<file path="config.mk">
export PLATFORM = sky130hd
export DESIGN_NAME = mem_bus_arbiter
export DESIGN_NICKNAME = d
export VERILOG_FILES = /design/src/rtl/mem_bus_arbiter_pkg.sv /design/src/rtl/mem_bus_rr_arb.sv /design/src/rtl/mem_bus_arbiter.sv
export SDC_FILE = /design/constraint.sdc
export NUM_CORES = 1
export LEC_CHECK = 0
export BUFFER_PORTS_ARGS = -buffer_cell sky130_fd_sc_hd__buf_2
export CORE_AREA = 2 2 115 117
export CTS_CLUSTER_DIAMETER = 120
export DETAILED_ROUTE_END_ITERATION = 12
export DIE_AREA = 0 0 117 119
export PLACE_DENSITY = 0.47
export SLEW_MARGIN = 40
export SYNTH_ARGS = -nofsm -noshare
export SYNTH_HDL_FRONTEND = slang
export SYNTH_SLANG_ARGS = --single-unit
</file>
<file path="constraint.sdc">
create_clock -name clk -period 3.75 [get_ports clk]
set_clock_uncertainty 0.2 [all_clocks]
set_input_delay 0.75 -clock clk [delete_from_list [all_inputs] [get_ports clk]]
set_output_delay 0.75 -clock clk [all_outputs]
set_load 0.02 [all_outputs]
</file>
<file path="src/rtl/mem_bus_arbiter_pkg.sv">
// mem_bus_arbiter_pkg
// Shared constants for the two-master memory bus arbiter:
//   - active-low strobe levels (ENABLE_/DISABLE_)
//   - bus direction encoding (READ/WRITE)
//   - word address / data widths
//   - arbiter state encoding
package mem_bus_arbiter_pkg;

    localparam logic ENABLE_  = 1'b0;
    localparam logic DISABLE_ = 1'b1;

    localparam logic READ  = 1'b1;
    localparam logic WRITE = 1'b0;

    localparam int WORD_ADDR_W = 30;
    localparam int WORD_DATA_W = 32;

    typedef enum logic [1:0] {
        IDLE = 2'd0,
        OWN0 = 2'd1,
        OWN1 = 2'd2
    } arb_state_e;

endpackage

</file>
<file path="src/rtl/mem_bus_rr_arb.sv">
// mem_bus_rr_arb
// Pure combinational next-state logic for the round-robin bus arbiter.
// Ports:
//   state           in   current arbiter state
//   last_owner      in   master that most recently received the bus
//   req_            in   active-low request vector, bit 0 = master 0
//   next_state      out  state for the next cycle
//   next_last_owner out  updated round-robin pointer
module mem_bus_rr_arb
    import mem_bus_arbiter_pkg::*;
(
    input  arb_state_e state,
    input  logic       last_owner,
    input  logic [1:0] req_,
    output arb_state_e next_state,
    output logic       next_last_owner
);

    logic want0;
    logic want1;

    assign want0 = (req_[0] == ENABLE_);
    assign want1 = (req_[1] == ENABLE_);

    always_comb begin
        next_state      = state;
        next_last_owner = last_owner;

        case (state)
            IDLE: begin
                if (want0 && want1) begin
                    // Tie goes to whichever master did not own the bus last.
                    next_state = last_owner ? OWN0 : OWN1;
                end else if (want0) begin
                    next_state = OWN0;
                end else if (want1) begin
                    next_state = OWN1;
                end else begin
                    next_state = IDLE;
                end
            end
            OWN0: begin
                // Ownership is never pre-empted; hand over only on release.
                if (!want0) begin
                    next_state = want1 ? OWN1 : IDLE;
                end
            end
            OWN1: begin
                if (!want1) begin
                    next_state = want0 ? OWN0 : IDLE;
                end
            end
            default: next_state = IDLE;
        endcase

        if (next_state == OWN0 && state != OWN0) begin
            next_last_owner = 1'b0;
        end else if (next_state == OWN1 && state != OWN1) begin
            next_last_owner = 1'b1;
        end
    end

endmodule

</file>
<file path="src/rtl/mem_bus_arbiter.sv">
// mem_bus_arbiter
// Shares one single-port word memory between master 0 (MEM-stage access)
// and master 1 (instruction fetch). Round-robin ownership, held until the
// owner releases its request; the owner's address/control/write data are
// muxed onto the memory side and read data / ready go back to the owner only.
// Ports:
//   clk, reset                  clock, synchronous active-high reset
//   mN_req_/mN_grnt_            per-master request in / registered grant out
//   mN_as_/mN_rw/mN_addr/       per-master strobe, direction, word address,
//   mN_wr_data                  write data
//   mN_rd_data/mN_rdy_          per-master read data and ready out
//   s_as_/s_rw/s_addr/s_wr_data memory-side strobe, direction, address, data
//   s_rd_data/s_rdy_            memory read data and ready in
//   bus_err                     one-cycle pulse on a timeout abort
// Optional feature: define MEM_BUS_TIMEOUT_EN to abort an access that waits
// TIMEOUT_CYC cycles for s_rdy_; otherwise bus_err is tied low.
module mem_bus_arbiter
    import mem_bus_arbiter_pkg::*;
#(
    parameter int TIMEOUT_CYC = 16
)
(
    input  logic                   clk,
    input  logic                   reset,

    input  logic                   m0_req_,
    output logic                   m0_grnt_,
    input  logic                   m0_as_,
    input  logic                   m0_rw,
    input  logic [WORD_ADDR_W-1:0] m0_addr,
    input  logic [WORD_DATA_W-1:0] m0_wr_data,
    output logic [WORD_DATA_W-1:0] m0_rd_data,
    output logic                   m0_rdy_,

    input  logic                   m1_req_,
    output logic                   m1_grnt_,
    input  logic                   m1_as_,
    input  logic                   m1_rw,
    input  logic [WORD_ADDR_W-1:0] m1_addr,
    input  logic [WORD_DATA_W-1:0] m1_wr_data,
    output logic [WORD_DATA_W-1:0] m1_rd_data,
    output logic                   m1_rdy_,

    output logic                   s_as_,
    output logic                   s_rw,
    output logic [WORD_ADDR_W-1:0] s_addr,
    output logic [WORD_DATA_W-1:0] s_wr_data,
    input  logic [WORD_DATA_W-1:0] s_rd_data,
    input  logic                   s_rdy_,

    output logic                   bus_err
);

    arb_state_e state;
    arb_state_e next_state;
    logic       last_owner;
    logic       next_last_owner;
    logic       timeout_fire;

    mem_bus_rr_arb u_rr_arb (
        .state           (state),
        .last_owner      (last_owner),
        .req_            ({m1_req_, m0_req_}),
        .next_state      (next_state),
        .next_last_owner (next_last_owner)
    );

    // Grants are registered from the next state so they line up with the
    // state register: a request seen in IDLE is granted one cycle later.
    always_ff @(posedge clk) begin
        if (reset) begin
            state      <= IDLE;
            last_owner <= 1'b1;
            m0_grnt_   <= DISABLE_;
            m1_grnt_   <= DISABLE_;
        end else begin
            state      <= next_state;
            last_owner <= next_last_owner;
            m0_grnt_   <= (next_state == OWN0) ? ENABLE_ : DISABLE_;
            m1_grnt_   <= (next_state == OWN1) ? ENABLE_ : DISABLE_;
        end
    end

`ifdef MEM_BUS_TIMEOUT_EN
    localparam logic [7:0] TIMEOUT_LAST = 8'(TIMEOUT_CYC - 1);

    logic [7:0] timeout_cnt;

    assign timeout_fire = (state != IDLE) && (s_as_ == ENABLE_) &&
                          (s_rdy_ == DISABLE_) && (timeout_cnt == TIMEOUT_LAST);
    assign bus_err      = timeout_fire;

    // Counts wait cycles of the current access; any completion, owner
    // change, idle cycle or abort starts the count over.
    always_ff @(posedge clk) begin
        if (reset) begin
            timeout_cnt <= 8'd0;
        end else if (state == IDLE || s_rdy_ == ENABLE_ ||
                     next_state != state || timeout_fire) begin
            timeout_cnt <= 8'd0;
        end else if (s_as_ == ENABLE_) begin
            timeout_cnt <= timeout_cnt + 8'd1;
        end
    end
`else
    assign timeout_fire = 1'b0;
    assign bus_err      = 1'b0;
`endif

    // Memory-side mux: only the owner's signals reach the memory, so a
    // strobe from the non-owner can never start an access.
    always_comb begin
        s_as_     = DISABLE_;
        s_rw      = READ;
        s_addr    = '0;
        s_wr_data = '0;
        case (state)
            OWN0: begin
                s_as_     = m0_as_;
                s_rw      = m0_rw;
                s_addr    = m0_addr;
                s_wr_data = m0_wr_data;
            end
            OWN1: begin
                s_as_     = m1_as_;
                s_rw      = m1_rw;
                s_addr    = m1_addr;
                s_wr_data = m1_wr_data;
            end
            default: ;
        endcase
    end

    // Return path: kept separate from the memory-side mux because the abort
    // term depends on s_as_.
    always_comb begin
        m0_rdy_    = DISABLE_;
        m0_rd_data = '0;
        m1_rdy_    = DISABLE_;
        m1_rd_data = '0;
        if (state == OWN0) begin
            m0_rdy_    = timeout_fire ? ENABLE_ : s_rdy_;
            m0_rd_data = timeout_fire ? '0 : s_rd_data;
        end else if (state == OWN1) begin
            m1_rdy_    = timeout_fire ? ENABLE_ : s_rdy_;
            m1_rd_data = timeout_fire ? '0 : s_rd_data;
        end
    end

endmodule

</file>
==> flow_summary.rst <==
.. list-table::
   :header-rows: 1

   * - Metric
     - Value
   * - Setup slack, reg-to-reg
     - 1.37 ns
   * - Final nets
     - 705
   * - Minimum setup slack in the final design
     - 0.6150 ns
   * - Unique cell type count in the Yosys netlist
     - 26
   * - Netlist area before placement
     - 1733 sq um
   * - CTS tree
     - done
   * - Required time reported for the critical path endpoint
     - 2.80 ns
   * - Post-layout utilization of the core
     - 26.82%
   * - Post-synth EDFFs
     - 0
   * - Startpoint of the worst-slack reg-to-reg timing path
     - state[1]
   * - Worst Reg-to-Reg Cells
     - 6
   * - Synthesized netlist cell count
     - 259
   * - DRT Pass-1 Iters
     - 6
   * - IR Drop Worst-Case VDD
     - 0.0001500 V
   * - F_max
     - 0.3190 GHz
   * - Number of storage elements in the synthesis netlist
     - 5
   * - Path category of the worst min-delay check
     - reg -> reg
   * - Detail Route Antenna Nets
     - 0
   * - CTS root buffer
     - clkbuf_16
   * - Leading cell type by number of instances after synthesis
     - and2_1
   * - Initial core utilization
     - 13.46%
   * - Placeable Area
     - 12,870 sq um
   * - Warning count from the yosys run
     - 0
   * - CP startpoint kind
     - flop
   * - Area leader, netlist
     - a22oi_1
   * - Fin. max-slew vios
     - 0
   * - TritonCTS Buffers
     - 3
   * - Pin count of the biggest net entering global routing
     - 86
   * - Hold_sp
     - last_owner
   * - Placed wire-length estimate after detailed placement
     - 7718 um
   * - Hold bufs inserted after CTS
     - 0
   * - GP Congestion
     - 0.7385
   * - Row Count
     - 42
   * - Area of the die
     - 13,920 sq um
   * - Capture instance of the worst register-to-register path
     - m0_grnt_
   * - Count of final hold-check violations
     - 0
   * - Post-detailed-route wirelength per cell
     - 13.19 um
   * - Status
     - completed
   * - Unrepaired setup endpoints after global routing
     - no
   * - Fraction of layout cells with a size suffix above 1
     - 57.76%
   * - Worst-Skew Late Latency
     - 0.22 ns
   * - Net count after synthesis
     - 428
   * - H-tree lvl count
     - 1
   * - Number of clock sinks
     - 5
   * - Nature of the critical path endpoint
     - output pin
   * - Share of flip-flops with an asynchronous set or reset after synthesis
     - 0%
   * - Power density relative to cell area
     - 223.4 nW/um^2
   * - Post-CTS setup buffers
     - 0
   * - Final period demand of the worst path
     - 3.135 ns
   * - Clk slew on worst S/H paths
     - 0.03 ns
   * - Boundary pin count
     - 298
   * - Seq/Total Area, Yosys
     - 5.776%
   * - Inserted Diodes
     - 0
   * - Count of cells resized by post-cts repair
     - 0
   * - Y dimension of the die
     - 119 um
   * - DRC violation count after routing
     - 0
   * - Least-Margin Pin Slew
     - 0.7962 ns
   * - Most used standard cells in the synthesized netlist
     - 65 x and2_1, 64 x a22oi_1, 64 x nor2b_1
   * - Filler cells
     - 1,429
   * - Period utilisation layout
     - 83.60%
   * - Die span in x
     - 117 um
   * - Worst slew margin
     - 46.92%
   * - Sum Neg Setup Slack
     - 0 ns
   * - PnR Total Power
     - 0.0007713 W
   * - Ordered cell list for the critical path
     - inv_1 -> ha_4 -> buf_4 -> a22oi_1 -> nor2b_1 -> buf_2
   * - Synthesis-to-layout area growth
     - 99.28%
   * - Timing startpoint of the critical path
     - state[1]
   * - Largest cells by area after synthesis
     - a22oi_1 28%, and2_1 23%, nor2b_1 23%
   * - PortBufs
     - 296
   * - Pre-CTS setup slack
     - 0.8536 ns
   * - Setup-violating endpoint count in the final report
     - 0
   * - Depth of the worst hold-timing path
     - 1
   * - Global-route wire length before repair
     - 13,020 um
   * - Leakage component of the power
     - 1.896 nW
   * - Syn Area/Cell
     - 6.691 sq um
   * - Portion of synthesized cell area occupied by the leading cell type
     - 27.73%
   * - DRT iter0 DRCs
     - 92
   * - Setup Crit Path Kind
     - reg -> out
   * - Final WL
     - 9381 um
   * - Hold path endpoint
     - last_owner
   * - Aggregate global routing overflow
     - 0
   * - Overall Global Routing Usage
     - 11.47%
   * - Data arrival time of the worst path
     - 2.19 ns
   * - Register cell area after layout
     - 100.1 sq um
   * - Clock tree buffer depth
     - 2
   * - Number of vias in the routed layout
     - 2,971
   * - Crit-path max cell delay
     - 0.67 ns
   * - Via count of the first global-routing pass
     - 2,793
   * - Via density
     - 4.179
   * - Antenna violations before repair
     - 0
   * - Number of max-cap violations
     - 0
   * - Worst-path cell with the longest stage delay
     - ha_4
   * - Multi-input gate area in the final layout
     - 1515 sq um
   * - Most instantiated flip-flop cell in the synthesis netlist
     - dfxtp_1
   * - Maximum fanout along the worst path
     - 85
[critical path: cells and delay by family (launching register included)]
kind,cells,cell delay [ns]
flip-flops,1,0.33
buffers and inverters,3,0.66
adder cells (fa/ha/maj),1,0.67
AND/OR/NAND/NOR,1,0.15
AO/OA/AOI/OAI,1,0.09
[worst max path at each step]
| stage | to | slack, ns | depth (start not counted) |
|---|---|---|---|
| finish | s_addr[15] | 0.61 | 6 |
| floorplan | s_addr[10] | 1.29 | 5 |
| CTS | s_addr[15] | 0.61 | 6 |
| global route | s_addr[15] | 0.45 | 6 |
| global placement | s_wr_data[17] | 0.90 | 7 |
| detailed placement | s_addr[15] | 0.85 | 6 |
[layout make-up]
cell class	count	area share (%)
Timing Repair Buffer	301	44.35
Multi-Input combinational cell	223	43.88
Tap cell	176	6.377
Sequential cell	5	2.899
Clock buffer	4	2.283
Inverter	2	0.2174
[flip-flops by register name (all words and copies together), names as in the netlist]
name	flops
state	2
last_owner	1
m0_grnt_	1
m1_grnt_	1
[metal layers]
metal / track usage [%] / vias up / part of all wire (%)
li1: - / 1446 / -
met5: 0 / - / 0
met2: 22.11 / 180 / 49
met1: 13.72 / 1343 / 42
met4: 1.103 / 0 / 0.14
met3: 1.425 / 2 / 8.1
[where the power goes]
| part | internal (W) | total [W] | switching [W] |
|---|---|---|---|
| clock network | 0.000141 | 0.000173 | 0.0000320 |
| registers | 0.0000594 | 0.0000642 | 0.00000476 |
| logic | 0.000232 | 0.000535 | 0.000302 |
[logic make-up (layout without fill, tap and decap cells)]
kind of cell | count (synthesis) | in the layout | share of synthesized area, %
multiplexers | 1 | 1 | 0.5776
adder cells (fa/ha/maj) | 4 | 4 | 2.888
flip-flops | 5 | 5 | 5.776
other | 1 | 1 | 0.2164
AND/OR/NAND/NOR | 145 | 145 | 51.55
AO/OA/AOI/OAI | 72 | 72 | 31.34
buffers and inverters | 31 | 307 | 7.653
[per-stage QoR]
stage	std cells	cell area [sq um]	hold WS [ns]
6_report	711	3453	0.3143
5_1_grt	711	3453	0.3560
4_1_cts	711	3453	0.3146
3_5_place_dp	707	3374	0.3070
3_3_place_gp	707	3374	0.3076
2_1_floorplan	259	1733	0.2694
[cells in the final DEF (no fill, tap or decap), drive strengths merged, types with 2 or more instances in the layout]
| cell type | instances |
|---|---|
| and2 | 65 |
| buf | 301 |
| clkbuf | 4 |
| inv | 2 |
| ha | 4 |
| nand2b | 5 |
| a22oi | 64 |
| o21ai | 2 |
| nor3 | 2 |
| nor2 | 3 |
| nor2b | 64 |
| nand2 | 3 |
| dfxtp | 5 |
(Power assumes the default switching activity.)
